### src/rtl/video_pattern_gen_axis_pp.sv
// AXI4-Stream video test-pattern source, several pixels per beat (SOLID/CHECKER/GRADIENT/COUNTER).
// Define VPG_MOVING_PATTERN_EN to offset the pattern column by frame_count so non-solid patterns scroll.
module video_pattern_gen_axis_pp #(
  parameter int PIXEL_WIDTH     = 8,
  parameter int CHANNELS        = 3,
  parameter int PIXELS_PER_BEAT = 2,
  parameter int FRAME_WIDTH     = 1920,
  parameter int FRAME_HEIGHT    = 1080,
  parameter int LINE_GAP        = 0,
  parameter int CHECKER_LOG2    = 3
) (
  input  logic                                          clk,
  input  logic                                          reset_n,
  input  logic                                          enable,
  input  logic [1:0]                                    pattern_sel,
  input  logic [CHANNELS*PIXEL_WIDTH-1:0]               solid_color,
  output logic                                          m_axis_tvalid,
  output logic [PIXELS_PER_BEAT*CHANNELS*PIXEL_WIDTH-1:0] m_axis_tdata,
  output logic                                          m_axis_tlast,
  output logic                                          m_axis_tuser,
  input  logic                                          m_axis_tready,
  output logic                                          frame_done,
  output logic [15:0]                                   frame_count
);

  localparam int PIX_W  = CHANNELS * PIXEL_WIDTH;
  localparam int DATA_W = PIXELS_PER_BEAT * PIX_W;
  localparam int XW     = $clog2(FRAME_WIDTH) + 1;
  localparam int YW     = $clog2(FRAME_HEIGHT) + 1;
  localparam int GAP_W  = (LINE_GAP > 1) ? $clog2(LINE_GAP) : 1;
  // Only the low PIXEL_WIDTH bits and the checker bit of a coordinate matter.
  localparam int CW     = (PIXEL_WIDTH > CHECKER_LOG2) ? PIXEL_WIDTH : CHECKER_LOG2 + 1;

  localparam logic [XW-1:0]    X_LAST   = XW'(FRAME_WIDTH - PIXELS_PER_BEAT);
  localparam logic [XW-1:0]    X_STEP   = XW'(PIXELS_PER_BEAT);
  localparam logic [YW-1:0]    Y_LAST   = YW'(FRAME_HEIGHT - 1);
  localparam logic [GAP_W-1:0] GAP_INIT = (LINE_GAP > 0) ? GAP_W'(LINE_GAP - 1) : '0;

  typedef enum logic [1:0] {
    S_IDLE   = 2'd0,
    S_ACTIVE = 2'd1,
    S_GAP    = 2'd2
  } state_t;

  state_t              r_state;
  state_t              w_state_nxt;

  logic                r_tvalid;
  logic                r_tlast;
  logic                r_tuser;
  logic                r_eof;
  logic [DATA_W-1:0]   r_tdata;
  logic                r_frame_done;
  logic [15:0]         r_frame_count;
  logic [XW-1:0]       r_x;
  logic [YW-1:0]       r_y;
  logic [GAP_W-1:0]    r_gap_cnt;
  logic [1:0]          r_pat;
  logic [PIX_W-1:0]    r_solid;

  logic                w_xfer;
  logic                w_load;
  logic                w_drop;
  logic                w_gap_start;
  logic                w_frame_end;
  logic                w_first;
  logic                w_last;
  logic                w_sof_load;
  logic [1:0]          w_pat;
  logic [PIX_W-1:0]    w_solid;
  logic [CW-1:0]       w_col_base;
  logic [CW-1:0]       w_row;
  logic [DATA_W-1:0]   w_beat;

  function automatic logic [PIX_W-1:0] f_pixel(input logic [1:0]       pat,
                                               input logic [PIX_W-1:0] solid,
                                               input logic [CW-1:0]    col,
                                               input logic [CW-1:0]    row);
    logic [PIXEL_WIDTH-1:0] chan;
    logic                   chk_bit;
    chk_bit = col[CHECKER_LOG2] ^ row[CHECKER_LOG2];
    case (pat)
      2'd1:    chan = {PIXEL_WIDTH{chk_bit}};
      2'd2:    chan = col[PIXEL_WIDTH-1:0] + row[PIXEL_WIDTH-1:0];
      2'd3:    chan = col[PIXEL_WIDTH-1:0];
      default: chan = '0;
    endcase
    return (pat == 2'd0) ? solid : {CHANNELS{chan}};
  endfunction

  assign w_xfer     = r_tvalid & m_axis_tready;
  assign w_first    = (r_x == '0) && (r_y == '0);
  assign w_last     = (r_x == X_LAST);
  assign w_sof_load = w_load & w_first;
  // The SOF beat is built from the live inputs in the same cycle they are latched.
  assign w_pat      = w_sof_load ? pattern_sel : r_pat;
  assign w_solid    = w_sof_load ? solid_color : r_solid;
  assign w_row      = CW'(r_y);

`ifdef VPG_MOVING_PATTERN_EN
  logic [15:0] w_fc_eff;
  assign w_fc_eff   = w_frame_end ? (r_frame_count + 16'd1) : r_frame_count;
  assign w_col_base = CW'(r_x) + CW'(w_fc_eff);
`else
  assign w_col_base = CW'(r_x);
`endif

  always_comb begin
    w_beat = '0;
    for (int p = 0; p < PIXELS_PER_BEAT; p++) begin
      w_beat[p*PIX_W +: PIX_W] = f_pixel(w_pat, w_solid, w_col_base + CW'(p), w_row);
    end
  end

  always_ff @(posedge clk or negedge reset_n) begin
    if (!reset_n) r_state <= S_IDLE;
    else          r_state <= w_state_nxt;
  end

  always_comb begin
    w_state_nxt = r_state;
    w_load      = 1'b0;
    w_drop      = 1'b0;
    w_gap_start = 1'b0;
    w_frame_end = 1'b0;
    case (r_state)
      S_IDLE: begin
        if (enable) begin
          w_load      = 1'b1;
          w_state_nxt = S_ACTIVE;
        end
      end
      S_ACTIVE: begin
        if (w_xfer && r_tlast) begin
          w_frame_end = r_eof;
          if (r_eof && !enable) begin
            w_drop      = 1'b1;
            w_state_nxt = S_IDLE;
          end else if (LINE_GAP > 0) begin
            w_drop      = 1'b1;
            w_gap_start = 1'b1;
            w_state_nxt = S_GAP;
          end else begin
            w_load = 1'b1;
          end
        end else if (!r_tvalid || m_axis_tready) begin
          w_load = 1'b1;
        end
      end
      S_GAP: begin
        if (r_gap_cnt == '0) begin
          w_load      = 1'b1;
          w_state_nxt = S_ACTIVE;
        end
      end
      default: w_state_nxt = S_IDLE;
    endcase
  end

  // Output beat register and raster position; r_x/r_y name the next beat to load.
  always_ff @(posedge clk or negedge reset_n) begin
    if (!reset_n) begin
      r_tvalid      <= 1'b0;
      r_tdata       <= '0;
      r_tlast       <= 1'b0;
      r_tuser       <= 1'b0;
      r_eof         <= 1'b0;
      r_x           <= '0;
      r_y           <= '0;
      r_gap_cnt     <= '0;
      r_frame_done  <= 1'b0;
      r_frame_count <= '0;
    end else begin
      r_frame_done <= w_frame_end;
      if (w_frame_end) r_frame_count <= r_frame_count + 16'd1;

      if (w_gap_start)
        r_gap_cnt <= GAP_INIT;
      else if (r_state == S_GAP && r_gap_cnt != '0)
        r_gap_cnt <= r_gap_cnt - GAP_W'(1);

      if (w_load) begin
        r_tvalid <= 1'b1;
        r_tdata  <= w_beat;
        r_tlast  <= w_last;
        r_tuser  <= w_first;
        r_eof    <= w_last && (r_y == Y_LAST);
        if (w_last) begin
          r_x <= '0;
          r_y <= (r_y == Y_LAST) ? '0 : r_y + YW'(1);
        end else begin
          r_x <= r_x + X_STEP;
        end
      end else if (w_drop) begin
        r_tvalid <= 1'b0;
      end
    end
  end

  // Pattern selection is frame-granular: captured only when the SOF beat loads.
  always_ff @(posedge clk) begin
    if (w_sof_load) begin
      r_pat   <= pattern_sel;
      r_solid <= solid_color;
    end
  end

  assign m_axis_tvalid = r_tvalid;
  assign m_axis_tdata  = r_tdata;
  assign m_axis_tlast  = r_tlast;
  assign m_axis_tuser  = r_tuser;
  assign frame_done    = r_frame_done;
  assign frame_count   = r_frame_count;

endmodule

### config.mk
export PLATFORM = sky130hd
export DESIGN_NAME = video_pattern_gen_axis_pp
export DESIGN_NICKNAME = d
export VERILOG_FILES = /design/src/rtl/video_pattern_gen_axis_pp.sv
export SDC_FILE = /design/constraint.sdc
export NUM_CORES = 1
export LEC_CHECK = 0
export BUFFER_PORTS_ARGS = -buffer_cell sky130_fd_sc_hd__buf_2
export CORE_MARGIN = 2
export CORE_UTILIZATION = 45
export DETAILED_ROUTE_END_ITERATION = 6
export GPL_TIMING_DRIVEN = 0
export PLACE_DENSITY_LB_ADDON = 0.3
export SLEW_MARGIN = 20
export SYNTH_ARGS = -nofsm -noshare
export SYNTH_HDL_FRONTEND = slang
export SYNTH_SLANG_ARGS = --single-unit
### constraint.sdc
create_clock -name clk -period 3.45 [get_ports clk]
set_clock_uncertainty 0.15 [all_clocks]
set_input_delay 0.69 -clock clk [delete_from_list [all_inputs] [get_ports clk]]
set_output_delay 0.69 -clock clk [all_outputs]
set_load 0.005 [all_outputs]
==> flow_metrics.py, run 1 <==
metrics = {
    "run_status": {
        "status": "finished clean",
    },
    "die": {
        "die_area_sq_um": 15000,
        "ios": 98,
        "start_util_pct": 45.8,
        "rows": 43,
        "die_w_microns": 122,
        "coreArea_sq_um": 13800,
        "die_h_microns": 122,
    },
    "pwr": {
        "p_int_mw": 4.02,
        "clkPwrFrac_pct": 31.8,
        "switching_share_pct": 35.0,
        "power_density_nw_per_um2": 798,
        "p_comb_share_pct": 32.8,
        "ir_worst_vdd_v": 0.000374,
        "leakage_nw": 3.62,
        "p_seq_share_pct": 35.4,
        "switching_power_mw": 2.16,
        "total_power_mw": 6.18,
    },
    "drt": {
        "wl_per_cell_microns": 19.0,
        "drt_iter0_drc": 657,
        "drtAntennaViolNets": 0,
        "vias": 6153,
        "dr.pass1.iters": 5,
        "wl_microns": 19100,
        "drc": 0,
        "drt-vias-per-instance": 6.12,
    },
    "clock_tree": {
        "postCtsHoldBufs": 0,
        "cts_tree": "done",
        "clock-sinks": 119,
        "clkTransAtPathRegs_ns": 0.06,
        "clock_path_buffers": 2,
        "numCtsBuffers": 17,
        "cts_resized": 3,
        "cts_root_buffer": "clkbuf_16",
        "postCtsSetupBuffers": 0,
        "htree_levels": 4,
        "clkLatencyLatePin_ns": 0.42,
    },
    "sta": {
        "fmax_mhz": 304,
        "maxSlewHeadroom_pct": 56.8,
        "rsz0062_at_grt": "false",
        "period_minus_slack_ns": 3.29,
        "worst_slew_pin_slew_ns": 0.649,
        "worst_slack_ns": 0.164,
        "fin_setup_tns_ns": 0,
        "hold_violations": 0,
        "whs_ns": 0.124,
        "period_share_pct": 95.2,
        "finalMaxSlewViolations": 0,
        "setup_viol": 0,
    },
    "critical_path": {
        "path_class": "reg -> reg",
        "start_kind": "flop",
        "critPathLaunch": "r_y[0]",
        "rr_startpoint": "r_y[0]",
        "crit_arrival_ns": 3.50,
        "end_kind": "flop",
        "critical_path_required_ns": 3.66,
        "path_max_fanout": 10,
    },
    "synth": {
        "seq_area_frac_synth_pct": 45.1,
        "ys_seq_elements": 119,
        "synth_cell_type_count": 66,
        "synthFlopType": "dfrtp_1",
        "syn_area_sq_um": 6310,
        "avgSynthCellArea_sq_um": 9.07,
        "async_flop_share_pct": 78.2,
        "synth_cells": 696,
        "synth_edf_count": 0,
        "syn-num-nets": 744,
        "ys_warn_count": 0,
    },
    "grt": {
        "grt_overflow": 0,
        "grt_pass1_wl_microns": 30300,
        "grt_max_degree": 50,
        "gr-usage-met3_pct": 5.76,
        "use_met2_pct": 43.1,
        "gr-max-usage-layer": "met2",
        "grt_usage_pct": 26.2,
        "grt_pass1_vias": 5942,
        "antenna_found_initial": 0,
        "grt.met1_usage_pct": 33.7,
    },
    "flow_run": {
        "cap_violations": 0,
    },
    "worst_hold_path": {
        "worst_hold_path_type": "in -> async",
    },
    "placed_design": {
        "place_congestion": 0.950,
        "dpl.hpwl_microns": 14100,
        "port_buffers": 97,
        "pre_cts_ws_ns": -0.137,
        "placed_area_sq_um": 7050,
    },
    "cells_and_area": {
        "area_growth_pct": 22.7,
        "drive_above_1_share_pct": 20.0,
        "fin_area_sq_um": 7750,
        "n_antenna_cell": 0,
        "fin_nets": 861,
    },
}
cell families (layout without fill, tap and decap cells):
logic type | count (synthesis) | in the layout | synth area share [%]
compound gates | 181 | 181 | 20.2
xor+xnor | 36 | 36 | 5.00
buf+inv | 57 | 187 | 3.83
fa+ha+maj | 18 | 18 | 3.69
flops | 119 | 119 | 45.1
mux | 1 | 1 | 0.178
simple gates | 284 | 284 | 22.0
power by group through the flow:
stage | clock network, mW | registers [mW] | logic (mW)
2_1_floorplan | 0 | 2.14 | 1.23
3_3_place_gp | 0 | 2.17 | 1.89
3_5_place_dp | 0 | 2.19 | 1.97
4_1_cts | 1.98 | 2.17 | 2.00
5_1_grt | 2.05 | 2.24 | 2.25
6_report | 1.97 | 2.19 | 2.02
sequential cells by signal, summed over array words and instances, names as in the netlist:
register / count
r_y: 12
r_pat: 2
m_axis_tvalid: 1
r_solid: 24
r_state: 1
r_eof: 1
m_axis_tuser: 1
m_axis_tlast: 1
frame_done: 1
m_axis_tdata: 48
frame_count: 16
r_x: 11
layout make-up:
type	instances	area (sq um)
timing repair buffer	98	515
clock inverter	12	196
buffer	40	179
inverter	17	63.8
fill	1207	6030
sequential	119	2850
clock buffer	20	457
tap	180	225
multi-input combinational	520	3260
critical path: stages, from the launching register on:
cell	delay [ns]
dfrtp_1	0.52
inv_1	0.17
ha_1	0.24
nor4b_2	0.17
and4_1	0.22
buf_2	0.15
nand3_1	0.25
clkbuf_1	0.39
buf_2	0.34
clkbuf_1	0.41
nand2_1	0.12
nand2_1	0.09
layer usage:
metal | share of wire [%] | vias to the layer above
li1 | - | 2791
met1 | 42 | 3025
met2 | 47 | 284
met3 | 7.2 | 53
met4 | 3.4 | 0
met5 | 0 | -
cells in the final DEF, fill, tap and decap left out, types with 4 or more instances in the layout:
master	count
and3_1	19
ha_1	17
a31oi_1	39
nand2_1	115
nor4_1	5
o21a_1	5
bufinv_16	5
and2_1	5
o22ai_1	6
dfxtp_1	26
o211ai_1	5
a21o_1	8
a311oi_1	12
o22a_1	10
o31ai_1	6
nand4_1	8
a311oi_2	4
clkbuf_1	27
inv_1	15
nand2b_1	8
o21ai_0	27
buf_2	106
nor2_1	51
a311o_1	9
clkbuf_16	17
xnor2_1	17
o32ai_1	6
a21oi_1	18
xor2_1	19
nand3_1	39
dfrtp_1	93
nor3_1	7
synthesized netlist by cell type, drive strengths merged (3+ instances only):
| cell type | count | share of area [%] |
|---|---|---|
| a21boi | 5 | 0.59 |
| a21o | 8 | 0.95 |
| a21oi | 18 | 1.4 |
| a311o | 9 | 1.4 |
| a311oi | 16 | 2.2 |
| a31o | 3 | 0.42 |
| a31oi | 39 | 3.9 |
| a41oi | 3 | 0.42 |
| and2 | 5 | 0.50 |
| and3 | 19 | 1.9 |
| and4 | 3 | 0.42 |
| buf | 13 | 1.2 |
| clkbuf | 27 | 1.6 |
| dfrtp | 93 | 37 |
| dfxtp | 26 | 8.2 |
| ha | 17 | 3.4 |
| inv | 17 | 1.0 |
| nand2 | 116 | 6.9 |
| nand2b | 8 | 0.79 |
| nand3 | 40 | 3.3 |
| nand4 | 9 | 0.99 |
| nor2 | 52 | 3.2 |
| nor2b | 3 | 0.30 |
| nor3 | 9 | 0.87 |
| nor4 | 8 | 1.4 |
| o211ai | 5 | 0.59 |
| o21a | 5 | 0.59 |
| o21ai | 30 | 2.4 |
| o22a | 10 | 1.4 |
| o22ai | 6 | 0.59 |
| o31ai | 8 | 1.1 |
| o32ai | 6 | 0.83 |
| or3 | 4 | 0.48 |
| xnor2 | 17 | 2.4 |
| xor2 | 19 | 2.6 |
final timing paths:
kind | slack (ns) | endpoint | depth (start not counted)
setup / recovery | 0.16 | r_solid[14] | 11
hold / removal | 0.12 | frame_count[8] | 1
setup reg to reg | 0.16 | r_solid[14] | 11
hold reg to reg | 0.29 | r_solid[1] | 2
max in group asynchronous | 2.37 | m_axis_tdata[29] | 2
min in group clk | 0.29 | r_solid[1] | 2
metrics by stage:
| step | std cells | util, % |
|---|---|---|
| after CTS | 1006 | 56.1 |
| after global routing | 1006 | 56.2 |
| after floorplan | 696 | - |
| after detailed placement | 974 | 51.2 |
| final | 1006 | 56.2 |
| after global placement | 973 | 51.0 |
Power figures use the tool's default switching activity.
==> run 2, diff against run 1 <==
- CELL_PAD_IN_SITES_DETAIL_PLACEMENT: default -> 0
- CELL_PAD_IN_SITES_GLOBAL_PLACEMENT: default -> 1
- CORE_UTILIZATION: 45 -> 43
==> flow_metrics.py, run 2 (synthesis results as in run 1) <==
metrics = {
    "run_status": {
        "status": "finished clean",
    },
    "placed_design": {
        "place_congestion": 0.919,
        "port_buffers": 97,
        "pre_cts_ws_ns": -0.220,
        "placed_cells": 978,
        "dpl.hpwl_microns": 14300,
        "placed_area_sq_um": 7060,
    },
    "sta": {
        "finalMaxSlewViolations": 0,
        "whs_ns": 0.0102,
        "worst_slew_pin_slew_ns": 0.674,
        "maxSlewHeadroom_pct": 54.8,
        "period_minus_slack_ns": 3.27,
        "setup_viol": 0,
        "fmax_mhz": 306,
        "worst_slack_ns": 0.178,
        "period_share_pct": 94.8,
        "fin_setup_tns_ns": 0,
        "hold_violations": 0,
    },
    "grt": {
        "grt_usage_pct": 24.8,
        "grt_pass1_vias": 5808,
        "antenna_found_initial": 0,
        "grt_pass1_wl_microns": 30700,
        "grt_overflow": 0,
        "grt_max_degree": 60,
    },
    "critical_path": {
        "reg2reg_to": "m_axis_tdata[36]",
        "end_kind": "flop",
        "start_kind": "flop",
        "path_max_fanout": 10,
        "crit_arrival_ns": 3.38,
        "critical_path_required_ns": 3.56,
        "worstRegToRegCells": 10,
        "path_class": "reg -> reg",
        "rr_startpoint": "r_y[0]",
        "rrSetupSlack_ns": 0.18,
    },
    "worst_hold_path": {
        "worst_hold_path_type": "in -> async",
    },
    "pwr": {
        "total_power_mw": 5.94,
        "leakage_nw": 3.59,
        "ir_worst_vdd_v": 0.000383,
        "power_density_nw_per_um2": 772,
    },
    "cells_and_area": {
        "drive_above_1_share_pct": 20.0,
        "n_antenna_cell": 0,
        "fill_cells": 1371,
        "fin_nets": 861,
        "fin_area_sq_um": 7690,
        "largest_reg_flops": 48,
        "area_growth_pct": 21.8,
        "finalNonFillerCells": 1009,
        "final_common_cell": "nand2_1",
        "layout_common_cells": "115 x nand2_1, 106 x buf_2, 93 x dfrtp_1",
        "fin_util_pct": 53.3,
    },
    "die": {
        "die_w_microns": 125,
        "die_h_microns": 125,
        "start_util_pct": 43.8,
        "ios": 98,
        "coreArea_sq_um": 14400,
        "rows": 44,
        "die_area_sq_um": 15700,
    },
    "drt": {
        "drt-vias-per-instance": 5.87,
        "met2_length_microns": 8500,
        "vias": 5924,
        "met1Wirelength_microns": 8910,
        "wl_met3_microns": 1170,
        "drtAntennaViolNets": 0,
        "wl_per_cell_microns": 19.0,
        "dr.pass1.iters": 5,
        "highest_layer": "met4",
        "wl_microns": 19200,
        "drc": 0,
        "drt_iter0_drc": 521,
    },
    "clock_tree": {
        "clkLatencyLatePin_ns": 0.42,
        "cts_tree": "done",
        "postCtsHoldBufs": 0,
        "clock-sinks": 119,
        "clock_path_buffers": 2,
        "htree_levels": 4,
        "cts_root_buffer": "clkbuf_16",
        "clkTransAtPathRegs_ns": 0.05,
        "postCtsSetupBuffers": 0,
        "numCtsBuffers": 17,
    },
    "flow_run": {
        "cap_violations": 0,
    },
}
[run 2: worst max-delay path by stage]
stage,from,end
after floorplan,enable,m_axis_tdata[14]
after global placement,enable,m_axis_tdata[1]
after detailed placement,enable,m_axis_tdata[1]
after CTS,r_y[0],m_axis_tdata[43]
after global routing,r_y[0],r_solid[15]
final,r_y[0],m_axis_tdata[36]
[run 2: report_power, final]
group	leakage, nW	total (mW)	internal [mW]	switching, mW
Clock	0.279	1.75	1.13	0.620
Combinational	1.93	2.00	0.861	1.14
Sequential	1.38	2.19	1.84	0.343
Total	3.59	5.94	3.83	2.11
[run 2: critical path, cell delays in order (launching register included)]
cell      delay [ns]
dfrtp_1         0.48
inv_1           0.18
ha_1            0.17
nor4b_2         0.31
and4_1          0.24
buf_2           0.17
nand3_1         0.29
clkbuf_1        0.34
and3_1          0.24
a311oi_2        0.38
a31oi_1         0.16
[run 2: layout make-up]
class	count	area [sq um]	area share [%]
multi-input cells	520	3260	42.4
well taps	184	230	2.99
plain buffers	40	181	2.36
clock inverters	8	96.3	1.25
inverters	17	63.8	0.830
repair buffers	98	519	6.75
clock buffers	23	488	6.35
flip-flops and latches	119	2850	37.0
[run 2: layer usage]
layer	track usage (%)	up-vias
li1	-	2777
met1	34.9	2888
met2	36.8	221
met3	5.61	38
met4	10.8	0
met5	0	-
[run 2: timing repair]
action,CTS,global route
pin swaps,0,0
gates resized for setup,3,9
endpoints found under the setup margin,6,53
==> run 3, diff against run 2 <==
- ABC_AREA: default -> 1
- CORE_UTILIZATION: 43 -> 41
==> flow_metrics.py, run 3 <==
metrics = {
    "run_status": {
        "status": "finished clean",
    },
    "cells_and_area": {
        "multiInputGateArea_sq_um": 2790,
        "largest_reg_flops": 48,
        "fill_cells": 1467,
        "n_antenna_cell": 0,
        "area_growth_pct": 22.8,
        "layout_common_cells": "183 x nor2_1, 177 x nand2_1, 107 x buf_2",
        "seq_area_sq_um": 2850,
        "drive_above_1_share_pct": 17.4,
        "fin_area_sq_um": 7410,
        "fin_nets": 957,
        "final_common_cell": "nor2_1",
    },
    "synth": {
        "ys_warn_count": 0,
        "yosys-top-cells-count": "183 x nor2_1, 177 x nand2_1, 93 x dfrtp_1, 87 x nand3_1, 59 x inv_1",
        "synth_top_area_cell": "dfrtp_1",
        "seq_area_frac_synth_pct": 47.2,
        "synth.top_cell.area_share_pct": 38.6,
        "ys_seq_elements": 119,
        "synth_cells": 792,
        "async_flop_share_pct": 78.2,
        "synth_area_leaders": "dfrtp_1 39%, nor2_1 11%, nand2_1 11%",
        "synthFlopType": "dfrtp_1",
        "synth_cell_type_count": 34,
        "syn-num-nets": 840,
        "avgSynthCellArea_sq_um": 7.62,
        "synth_most_common_cell": "nor2_1",
        "syn_area_sq_um": 6040,
        "synth_edf_count": 0,
    },
    "worst_hold_path": {
        "worst_hold_path_type": "in -> async",
    },
    "sta": {
        "period_share_pct": 78.1,
        "finalMaxSlewViolations": 0,
        "rsz0062_at_grt": "false",
        "hold_violations": 0,
        "worst_slew_pin_slew_ns": 0.699,
        "fin_setup_tns_ns": 0,
        "setup_viol": 0,
        "whs_ns": 0.0531,
        "period_minus_slack_ns": 2.70,
        "fmax_mhz": 371,
        "maxSlewHeadroom_pct": 53.1,
    },
    "critical_path": {
        "crit_arrival_ns": 2.85,
        "path_class": "reg -> reg",
        "crit_chain": "inv_1, ha_1, inv_1, nor2_1, nand2_1, nor2_2, nand2_2, nor2_8, nand2_4, nand2_1, nand2_2, buf_4, nand3_2, nand3_1, nor2_1, nor2_1",
        "critical_path_required_ns": 3.60,
        "start_kind": "flop",
        "path_max_fanout": 10,
        "cpPeakStageDelay_ns": 0.42,
        "end_kind": "flop",
        "cpMostUsedCell": "nor2_1",
        "critPathSlowestCell": "dfrtp_1",
    },
    "clock_tree": {
        "cts_tree": "done",
        "clock_path_buffers": 2,
        "cts_root_buffer": "clkbuf_16",
        "numCtsBuffers": 17,
        "clkLatencyLatePin_ns": 0.42,
        "postCtsHoldBufs": 0,
        "clkTransAtPathRegs_ns": 0.05,
        "cts_resized": 0,
        "clock-sinks": 119,
        "postCtsSetupBuffers": 0,
        "htree_levels": 4,
    },
    "grt": {
        "grt_overflow": 0,
        "grt_usage_pct": 21.5,
        "grt_pass1_wl_microns": 26800,
        "antenna_found_initial": 0,
        "grt_pass1_vias": 5214,
        "grt_max_degree": 48,
    },
    "drt": {
        "drc": 0,
        "wl_per_cell_microns": 14.3,
        "wl_microns": 15800,
        "drt-vias-per-instance": 4.87,
        "drt_iter0_drc": 313,
        "vias": 5384,
        "drtAntennaViolNets": 0,
        "dr.pass1.iters": 5,
    },
    "placed_design": {
        "placed_area_sq_um": 6790,
        "dpl.hpwl_microns": 12000,
        "place_congestion": 0.850,
        "port_buffers": 97,
    },
    "pwr": {
        "leakage_nw": 3.98,
        "power_density_nw_per_um2": 573,
        "ir_worst_vdd_v": 0.000368,
    },
    "die": {
        "die_h_microns": 125,
        "rows": 44,
        "ios": 98,
        "coreArea_sq_um": 14500,
        "die_w_microns": 125,
        "die_area_sq_um": 15700,
        "start_util_pct": 41.7,
    },
    "flow_run": {
        "cap_violations": 0,
    },
}
-- run 3: worst max-delay path: cells and delay by family (launching register included) --
| kind | cells | cell delay [ns] |
|---|---|---|
| buf+inv | 3 | 0.41 |
| fa+ha+maj | 1 | 0.18 |
| simple gates | 12 | 1.42 |
| flops | 1 | 0.42 |
-- run 3: final cells by class --
type	instances	area share, %
Clock inverter	8	1.94
Buffer	33	2.26
Inverter	61	3.09
Multi-Input combinational cell	579	37.7
Tap cell	184	3.11
Clock buffer	24	6.50
Sequential cell	119	38.4
Timing Repair Buffer	98	7.01
-- run 3: final timing paths --
path	from	endpoint	slack (ns)	cells after the start
min in group clk	r_solid[16]	r_solid[16]	0.29	2
worst max-delay path	r_y[0]	m_axis_tdata[28]	0.75	16
worst max register to register	r_y[0]	m_axis_tdata[28]	0.75	16
worst min-delay path	reset_n	r_y[7]	0.05	1
worst min register to register	r_solid[16]	r_solid[16]	0.29	2
max in group asynchronous	reset_n	m_axis_tdata[20]	2.50	2
-- run 3: per-layer routing --
| metal | GRT usage (%) | wire length, microns |
|---|---|---|
| met2 | 32.5 | 7130 |
| met5 | 0 | 0 |
| met3 | 4.66 | 826 |
| met1 | 30.4 | 7670 |
| met4 | 7.78 | 220 |
-- run 3: logic make-up after synthesis --
| kind of cell | synth area share (%) |
|---|---|
| compound gates | 3.92 |
| simple gates | 34.3 |
| fa+ha+maj | 3.86 |
| flops | 47.2 |
| xor+xnor | 4.21 |
| buf+inv | 6.57 |
-- run 3: per-stage QoR --
stage	total power, mW	setup slack [ns]	util [%]	cells
6_report	4.25	0.755	51.2	1106
5_1_grt	4.52	0.450	51.2	1106
4_1_cts	4.29	0.720	51.2	1106
3_5_place_dp	2.40	0.546	46.9	1074
3_3_place_gp	2.39	0.531	46.6	1073
2_1_floorplan	2.14	1.21	-	792
-- run 3: where the power goes --
group / internal [mW] / switching [mW]
clock network: 1.26 / 0.611
logic: 0.314 / 0.509
registers: 1.48 / 0.0740
